**src/rtl/fetch_pkg.sv**
```systemverilog
// Shared fetch-unit types: opcodes, predictor counter encodings,
// fetch FSM states, queue entry layout and immediate helpers.
package fetch_pkg;

    localparam logic [6:0] OP_JAL    = 7'b1101111;
    localparam logic [6:0] OP_JALR   = 7'b1100111;
    localparam logic [6:0] OP_BRANCH = 7'b1100011;

    localparam logic [1:0] SNT = 2'b00;
    localparam logic [1:0] WNT = 2'b01;
    localparam logic [1:0] WT  = 2'b10;
    localparam logic [1:0] ST  = 2'b11;

    typedef enum logic [1:0] {
        IDLE,
        WAIT,
        HALT
    } state_t;

    typedef struct packed {
        logic [31:0] inst;
        logic [31:0] pc;
        logic        pred_taken;
        logic [31:0] pred_pc;
    } iq_entry_t;

    function automatic logic [31:0] imm_j(input logic [31:0] i);
        return {{12{i[31]}}, i[19:12], i[20], i[30:21], 1'b0};
    endfunction

    function automatic logic [31:0] imm_b(input logic [31:0] i);
        return {{20{i[31]}}, i[7], i[30:25], i[11:8], 1'b0};
    endfunction

    function automatic logic [1:0] ctr_next(input logic [1:0] c,
                                            input logic       t);
        if (t) begin
            return (c == ST) ? ST : c + 2'd1;
        end
        return (c == SNT) ? SNT : c - 2'd1;
    endfunction

endpackage

```
**src/rtl/fetch_queue.sv**
```systemverilog
// Circular instruction queue between fetch and dispatch.
// Flush wins over push and pop; pops of an empty queue are ignored.
module fetch_queue
    import fetch_pkg::*;
#(
    parameter int DEPTH = 4
) (
    input  logic                     clk,
    input  logic                     rst,
    input  logic                     en,
    input  logic                     flush,
    input  logic                     push,
    input  iq_entry_t                push_data,
    input  logic                     pop,
    output iq_entry_t                head,
    output logic                     valid,
    output logic [$clog2(DEPTH):0]   count
);

    localparam int PW = $clog2(DEPTH);
    localparam int CW = PW + 1;

    iq_entry_t         mem_q [DEPTH];
    iq_entry_t         mem_d [DEPTH];
    logic [PW-1:0]     head_q, head_d;
    logic [PW-1:0]     tail_q, tail_d;
    logic [CW-1:0]     count_q, count_d;
    logic              do_push;
    logic              do_pop;

    // Next pointer/count/storage state from push, pop and flush.
    always_comb begin
        mem_d   = mem_q;
        head_d  = head_q;
        tail_d  = tail_q;
        count_d = count_q;
        do_push = push && (count_q != CW'(DEPTH));
        do_pop  = pop && (count_q != '0);
        if (flush) begin
            head_d  = '0;
            tail_d  = '0;
            count_d = '0;
        end else begin
            if (do_push) begin
                mem_d[tail_q] = push_data;
                tail_d        = tail_q + 1'b1;
            end
            if (do_pop) begin
                head_d = head_q + 1'b1;
            end
            count_d = count_q + CW'(do_push) - CW'(do_pop);
        end
    end

    // Queue state registers, frozen while en is low.
    always_ff @(posedge clk) begin
        if (rst) begin
            for (int i = 0; i < DEPTH; i++) begin
                mem_q[i] <= '0;
            end
            head_q  <= '0;
            tail_q  <= '0;
            count_q <= '0;
        end else if (en) begin
            mem_q   <= mem_d;
            head_q  <= head_d;
            tail_q  <= tail_d;
            count_q <= count_d;
        end
    end

    assign head  = mem_q[head_q];
    assign valid = (count_q != '0);
    assign count = count_q;

endmodule

```
**src/rtl/ifetch_bp.sv**
```systemverilog
// Instruction fetch with 2-bit BHT prediction, decoupling queue
// and squash-safe redirect handling.
module ifetch_bp
    import fetch_pkg::*;
#(
    parameter int          BHT_IDX_W = 7,
    parameter int          IQ_DEPTH  = 4,
    parameter logic [31:0] RESET_PC  = 32'h0
) (
    input  logic        clk,
    input  logic        rst,
    input  logic        rdy,
    output logic        ic_req,
    output logic [31:0] ic_addr,
    input  logic        ic_valid,
    input  logic [31:0] ic_inst,
    output logic        iq_valid,
    input  logic        iq_ready,
    output logic [31:0] iq_inst,
    output logic [31:0] iq_pc,
    output logic        iq_pred_taken,
    output logic [31:0] iq_pred_pc,
    input  logic        br_valid,
    input  logic [31:0] br_pc,
    input  logic        br_taken,
    input  logic        redirect_valid,
    input  logic [31:0] redirect_pc
);

    localparam int BHT_N = 1 << BHT_IDX_W;
    localparam int CW    = $clog2(IQ_DEPTH) + 1;

    state_t               state_q, state_d;
    logic [31:0]          fetch_pc_q, fetch_pc_d;
    logic                 discard_q, discard_d;
    logic [1:0]           bht_q [BHT_N];
    logic [1:0]           bht_d [BHT_N];

    logic [BHT_IDX_W-1:0] rd_idx;
    logic [BHT_IDX_W-1:0] wr_idx;
    logic [1:0]           rd_ctr;
    logic                 is_jal;
    logic                 is_jalr;
    logic                 is_br_t;
    logic                 pred_taken;
    logic [31:0]          pred_pc;

    logic                 iq_push;
    logic                 iq_pop;
    iq_entry_t            iq_entry;
    iq_entry_t            iq_head;
    logic [CW-1:0]        iq_cnt;
    logic                 unused_ok;

    assign rd_idx  = fetch_pc_q[BHT_IDX_W+1:2];
    assign wr_idx  = br_pc[BHT_IDX_W+1:2];
    assign rd_ctr  = bht_q[rd_idx];
    assign is_jal  = (ic_inst[6:0] == OP_JAL);
    assign is_jalr = (ic_inst[6:0] == OP_JALR);
    assign is_br_t = (ic_inst[6:0] == OP_BRANCH) && rd_ctr[1];

    assign unused_ok = ^{br_pc[31:BHT_IDX_W+2], br_pc[1:0]};

    // Predicted next PC of the instruction returning from the icache.
    always_comb begin
        pred_taken = 1'b0;
        pred_pc    = fetch_pc_q + 32'd4;
        unique case (1'b1)
            is_jal: begin
                pred_taken = 1'b1;
                pred_pc    = fetch_pc_q + imm_j(ic_inst);
            end
            is_br_t: begin
                pred_taken = 1'b1;
                pred_pc    = fetch_pc_q + imm_b(ic_inst);
            end
            default: ;
        endcase
    end

    // Counter training from the resolve port, independent of redirects.
    always_comb begin
        bht_d = bht_q;
        if (br_valid) begin
            bht_d[wr_idx] = ctr_next(bht_q[wr_idx], br_taken);
        end
    end

    // Fetch FSM: request issue, response push and redirect squash.
    always_comb begin
        state_d    = state_q;
        fetch_pc_d = fetch_pc_q;
        discard_d  = discard_q;
        iq_push    = 1'b0;
        if (redirect_valid) begin
            fetch_pc_d = redirect_pc;
            if (state_q == WAIT && !ic_valid) begin
                state_d   = WAIT;
                discard_d = 1'b1;
            end else begin
                state_d   = IDLE;
                discard_d = 1'b0;
            end
        end else begin
            unique case (state_q)
                IDLE: begin
                    if (iq_cnt < CW'(IQ_DEPTH)) begin
                        state_d = WAIT;
                    end
                end
                WAIT: begin
                    if (ic_valid) begin
                        if (discard_q) begin
                            discard_d = 1'b0;
                            state_d   = IDLE;
                        end else begin
                            iq_push = 1'b1;
                            if (is_jalr) begin
                                state_d = HALT;
                            end else begin
                                fetch_pc_d = pred_pc;
                                state_d    = IDLE;
                            end
                        end
                    end
                end
                HALT: ;
                default: state_d = IDLE;
            endcase
        end
    end

    // Fetch control registers.
    always_ff @(posedge clk) begin
        if (rst) begin
            state_q    <= IDLE;
            fetch_pc_q <= RESET_PC;
            discard_q  <= 1'b0;
        end else if (rdy) begin
            state_q    <= state_d;
            fetch_pc_q <= fetch_pc_d;
            discard_q  <= discard_d;
        end
    end

    // Branch history table storage, weakly not-taken after reset.
    always_ff @(posedge clk) begin
        if (rst) begin
            for (int i = 0; i < BHT_N; i++) begin
                bht_q[i] <= WNT;
            end
        end else if (rdy) begin
            bht_q <= bht_d;
        end
    end

    assign iq_entry = '{
        inst:       ic_inst,
        pc:         fetch_pc_q,
        pred_taken: pred_taken,
        pred_pc:    pred_pc
    };

    assign iq_pop = iq_ready && !redirect_valid;

    fetch_queue #(
        .DEPTH (IQ_DEPTH)
    ) u_iq (
        .clk       (clk),
        .rst       (rst),
        .en        (rdy),
        .flush     (redirect_valid),
        .push      (iq_push),
        .push_data (iq_entry),
        .pop       (iq_pop),
        .head      (iq_head),
        .valid     (iq_valid),
        .count     (iq_cnt)
    );

    assign ic_req        = (state_q == WAIT);
    assign ic_addr       = fetch_pc_q;
    assign iq_inst       = iq_head.inst;
    assign iq_pc         = iq_head.pc;
    assign iq_pred_taken = iq_valid && iq_head.pred_taken;
    assign iq_pred_pc    = iq_head.pred_pc;

endmodule

```
**config.mk**
```make
export PLATFORM = sky130hd
export DESIGN_NAME = ifetch_bp
export DESIGN_NICKNAME = d
export VERILOG_FILES = /design/src/rtl/fetch_pkg.sv /design/src/rtl/fetch_queue.sv /design/src/rtl/ifetch_bp.sv
export SDC_FILE = /design/constraint.sdc
export NUM_CORES = 2
export LEC_CHECK = 0
export CELL_PAD_IN_SITES_DETAIL_PLACEMENT = 1
export CELL_PAD_IN_SITES_GLOBAL_PLACEMENT = 1
export CORE_ASPECT_RATIO = 1.4
export CORE_MARGIN = 4
export CORE_UTILIZATION = 41
export CTS_CLUSTER_SIZE = 16
export DETAILED_ROUTE_END_ITERATION = 16
export HOLD_SLACK_MARGIN = 0.03
export PLACE_DENSITY_LB_ADDON = 0.15
export SETUP_SLACK_MARGIN = 0.05
export SYNTH_ARGS = -nofsm -noshare
export SYNTH_HDL_FRONTEND = slang
export SYNTH_SLANG_ARGS = --single-unit
```
**constraint.sdc**
```tcl
create_clock -name clk -period 5.31 [get_ports clk]
set_input_delay 0.7965 -clock clk [delete_from_list [all_inputs] [get_ports clk]]
set_output_delay 0.7965 -clock clk [all_outputs]
set_load 0.1 [all_outputs]
```
==> qor.csv <==
metric,value,unit
IO Count,235,
row cnt,121,
Worst Setup EP,u_iq.mem_q[322],
clock latency on the worst-skew pair,0.63,ns
DR vias/cell,5.90,
placed cell areas,36500,um2
ANT cells,0,
Die Wd,246,um
unrepaired setup endpoints after global routing,true,
syn avg cell area,8.50,um2
clock sink count,682,
Synth Register Bits,682,
CORE AREA,78100,um2
Post-CTS Hold Buffers,0,
Worst Setup End Kind,flip-flop,
Layout Area Growth over Synthesis,22.3,%
"Hold Vio Cnt, Final",0,
Synth async-reset ratio,0,%
final wirelength,125,mm
largest net degree at the start of global routing,180,
leading area contributor after synthesis,dfxtp_1,
pins over their slew limit,0,
WP depth,21,
CP Class,reg -> reg,
first-pass GRT wire length,190,mm
Syn. warnings,0,
Max Buffers Root-to-Sink,3,
Critical R2R Capture,u_iq.mem_q[322],
worst slack at placement,-0.432,ns
CP top delay family,compound AO/OA/AOI/OAI gates,
fmax,192,MHz
CP required,5.82,ns
R2R setup slack,0.1,ns
Max Cap Viol,0,
Pre-antenna DRT Iters,6,
Peak supply drop,0.238,mV
CTS tree,yes,
# setup viols final,0,
Leak,0.0134,uW
most frequent cell after synthesis,nand2_1,
Worst Reg2Reg Path Length in Cells,21,
post-route cell area,39600,um2
status,completed,
final worst slack,0.0964,ns
grt ovf,0,
relative slew slack,16.9,%
Startpoint Class,flip-flop,
vias in the first global route,31100,
H-tree depth,3,
Nets,4157,
CP Max Fanout,8,
initial core utilization,41.5,%
DRC violations left,0,
CP max stage cell,mux4_2,
crit-path max cell delay,0.52,ns
crit path cell chain,buf_8 -> buf_8 -> mux4_2 -> nand2_1 -> nand2_2 -> a211o_1 -> or3_4 -> nand2_4 -> buf_6 -> buf_12 -> mux2_2 -> ha_4 -> a21oi_1 -> o21ai_0 -> a221o_1 -> a2bb2oi_2 -> nand2_2 -> a2111o_1 -> nand4_4 -> a21oi_1 -> a311o_1,
Tot GR Track Use,28.9,%
FF-to-FF Start,ic_addr[2],
"CTS clk-pin slew, worst paths",0.06,ns
Final period util,98.2,%
layout cells sized above 1,15.9,%
crit path launch,ic_addr[2],
number of distinct library cells after synthesis,89,
Die H,341,um
WL/cell,24.4,um
power density cells,304,nW/um2
worst hold margin,0.453,ns
Post-synth EDFFs,0,
fin crit period,5.21,ns
buffers and inverters on the worst path,4,
synth top area cells,"dfxtp_1 42%, a21oi_1 9.7%, mux4_2 9.0%",
synthesized instance count,3814,
die area,83700,um2
Iter 0 DRT Violations,1843,
CTS buffer count,74,
sequential fraction of the synthesis area,42.1,%
Synth top cells by count,"723 x nand2_1, 682 x dfxtp_1, 627 x a21oi_1",
CP Data Arrival Time,5.72,ns
Yosys top cell area share,42.1,%
clock skew,0.0280,ns
IO buf count,209,
clk root buf,clkbuf_16,
final RePlAce weighted congestion,0.904,
initial antenna violation count,2,
vias,30200,
Final HPWL DP,83.4,mm
Hold Crit Class,reg -> reg,
antenna-violating nets left,0,
Syn Nets,3957,
Post-Syn Area,32400,um2
Least-Margin Pin Slew,1.24,ns
"Primary FF master, synth",dfxtp_1,
==> layer usage <==
metal	share of wire [%]	global-route usage, %	vias up
met1	40	34.3	15100
met5	0	0	-
met2	51	51.7	820
met4	4.6	12.4	0
met3	5.2	4.23	290
li1	-	-	14000
==> state kept, by name, indices dropped and copies added, names as in the netlist <==
signal and cells:
u_iq.mem_q 384, bht_q 256, ic_addr 32, u_iq.count 3, state_q 2, u_iq.head_q 2, u_iq.tail_q 2, discard_q 1
==> cell families after synthesis <==
family          count (synthesis)  share of synthesized area [%]
buf+inv                       362                           4.96
simple gates                 1359                           17.6
fa+ha+maj                      40                           1.58
xor+xnor                       54                           1.46
compound gates               1070                           19.3
mux                           247                           13.0
flops                         682                           42.1
==> cell type report <==
| type | count | area [um2] |
|---|---|---|
| fill | 9113 | 38500 |
| clock inverter | 23 | 320 |
| timing repair buffer | 453 | 4330 |
| clock buffer | 110 | 2200 |
| inverter | 32 | 121 |
| sequential | 682 | 13700 |
| multi-input combinational | 2771 | 17700 |
| tap | 1045 | 1310 |
==> worst min path at each step <==
stage	from	endpoint	slack, ns	cells past startpoint
after detailed placement	u_iq.mem_q[268]	u_iq.mem_q[268]	0.45	2
after floorplan	u_iq.mem_q[105]	u_iq.mem_q[105]	0.43	2
after global placement	u_iq.mem_q[258]	u_iq.mem_q[258]	0.44	2
after CTS	u_iq.mem_q[268]	u_iq.mem_q[268]	0.45	2
final	u_iq.mem_q[258]	u_iq.mem_q[258]	0.45	2
after global routing	u_iq.mem_q[209]	u_iq.mem_q[209]	0.47	2
==> worst reg2reg max path: stages (launching register included) <==
cell	delay, ns
dfxtp_4	0.44
buf_8	0.16
buf_8	0.14
mux4_2	0.52
nand2_1	0.11
nand2_2	0.07
a211o_1	0.26
or3_4	0.43
nand2_4	0.12
buf_6	0.13
buf_12	0.13
mux2_2	0.37
ha_4	0.24
a21oi_1	0.13
o21ai_0	0.10
a221o_1	0.45
a2bb2oi_2	0.23
nand2_2	0.11
a2111o_1	0.43
nand4_4	0.13
a21oi_1	0.09
a311o_1	0.31
==> per-stage QoR <==
step | utilization [%] | setup TNS (ns) | instances | total power [uW]
floorplan | - | 0 | 3814 | 6100
global placement | 46.7 | -8.78 | 4964 | 6660
detailed placement | 46.7 | -29.18 | 4964 | 6670
CTS | 50.2 | 0 | 5103 | 12100
global route | 50.7 | -0.0304 | 5116 | 12400
finish | 50.7 | 0 | 5116 | 12100
==> cells in the final DEF, fill, tap and decap left out, types with 15 or more instances in the layout <==
| cell | count |
|---|---|
| a21oi_1 | 618 |
| mux4_2 | 132 |
| and3_1 | 16 |
| nand2_1 | 715 |
| clkdlybuf4s50_1 | 205 |
| ha_1 | 27 |
| a211oi_1 | 79 |
| nor3_1 | 151 |
| xnor2_1 | 33 |
| clkbuf_16 | 76 |
| dfxtp_1 | 675 |
| nand4_1 | 15 |
| buf_4 | 206 |
| a221oi_1 | 38 |
| buf_12 | 30 |
| clkbuf_1 | 17 |
| nor2_1 | 313 |
| nand3_1 | 50 |
| a22oi_1 | 25 |
| mux2_2 | 47 |
| inv_1 | 28 |
| o21ai_0 | 154 |
| clkbuf_8 | 17 |
| mux2i_1 | 61 |
| xor2_1 | 21 |
| nor2b_1 | 20 |
==> power by group <==
group | total (uW) | internal [uW] | switching [uW]
Clock | 5440 | 3210 | 2220
Combinational | 1420 | 486 | 936
Sequential | 5210 | 5140 | 68.1
==> repair_timing <==
item | CTS | global route
pin swaps | 11 | 26
gates cloned | 1 | 0
buffers inserted | 5 | 15
resized for setup | 37 | 60
endpoints found under the setup margin | 106 | 104
(Power assumes the default switching activity.)
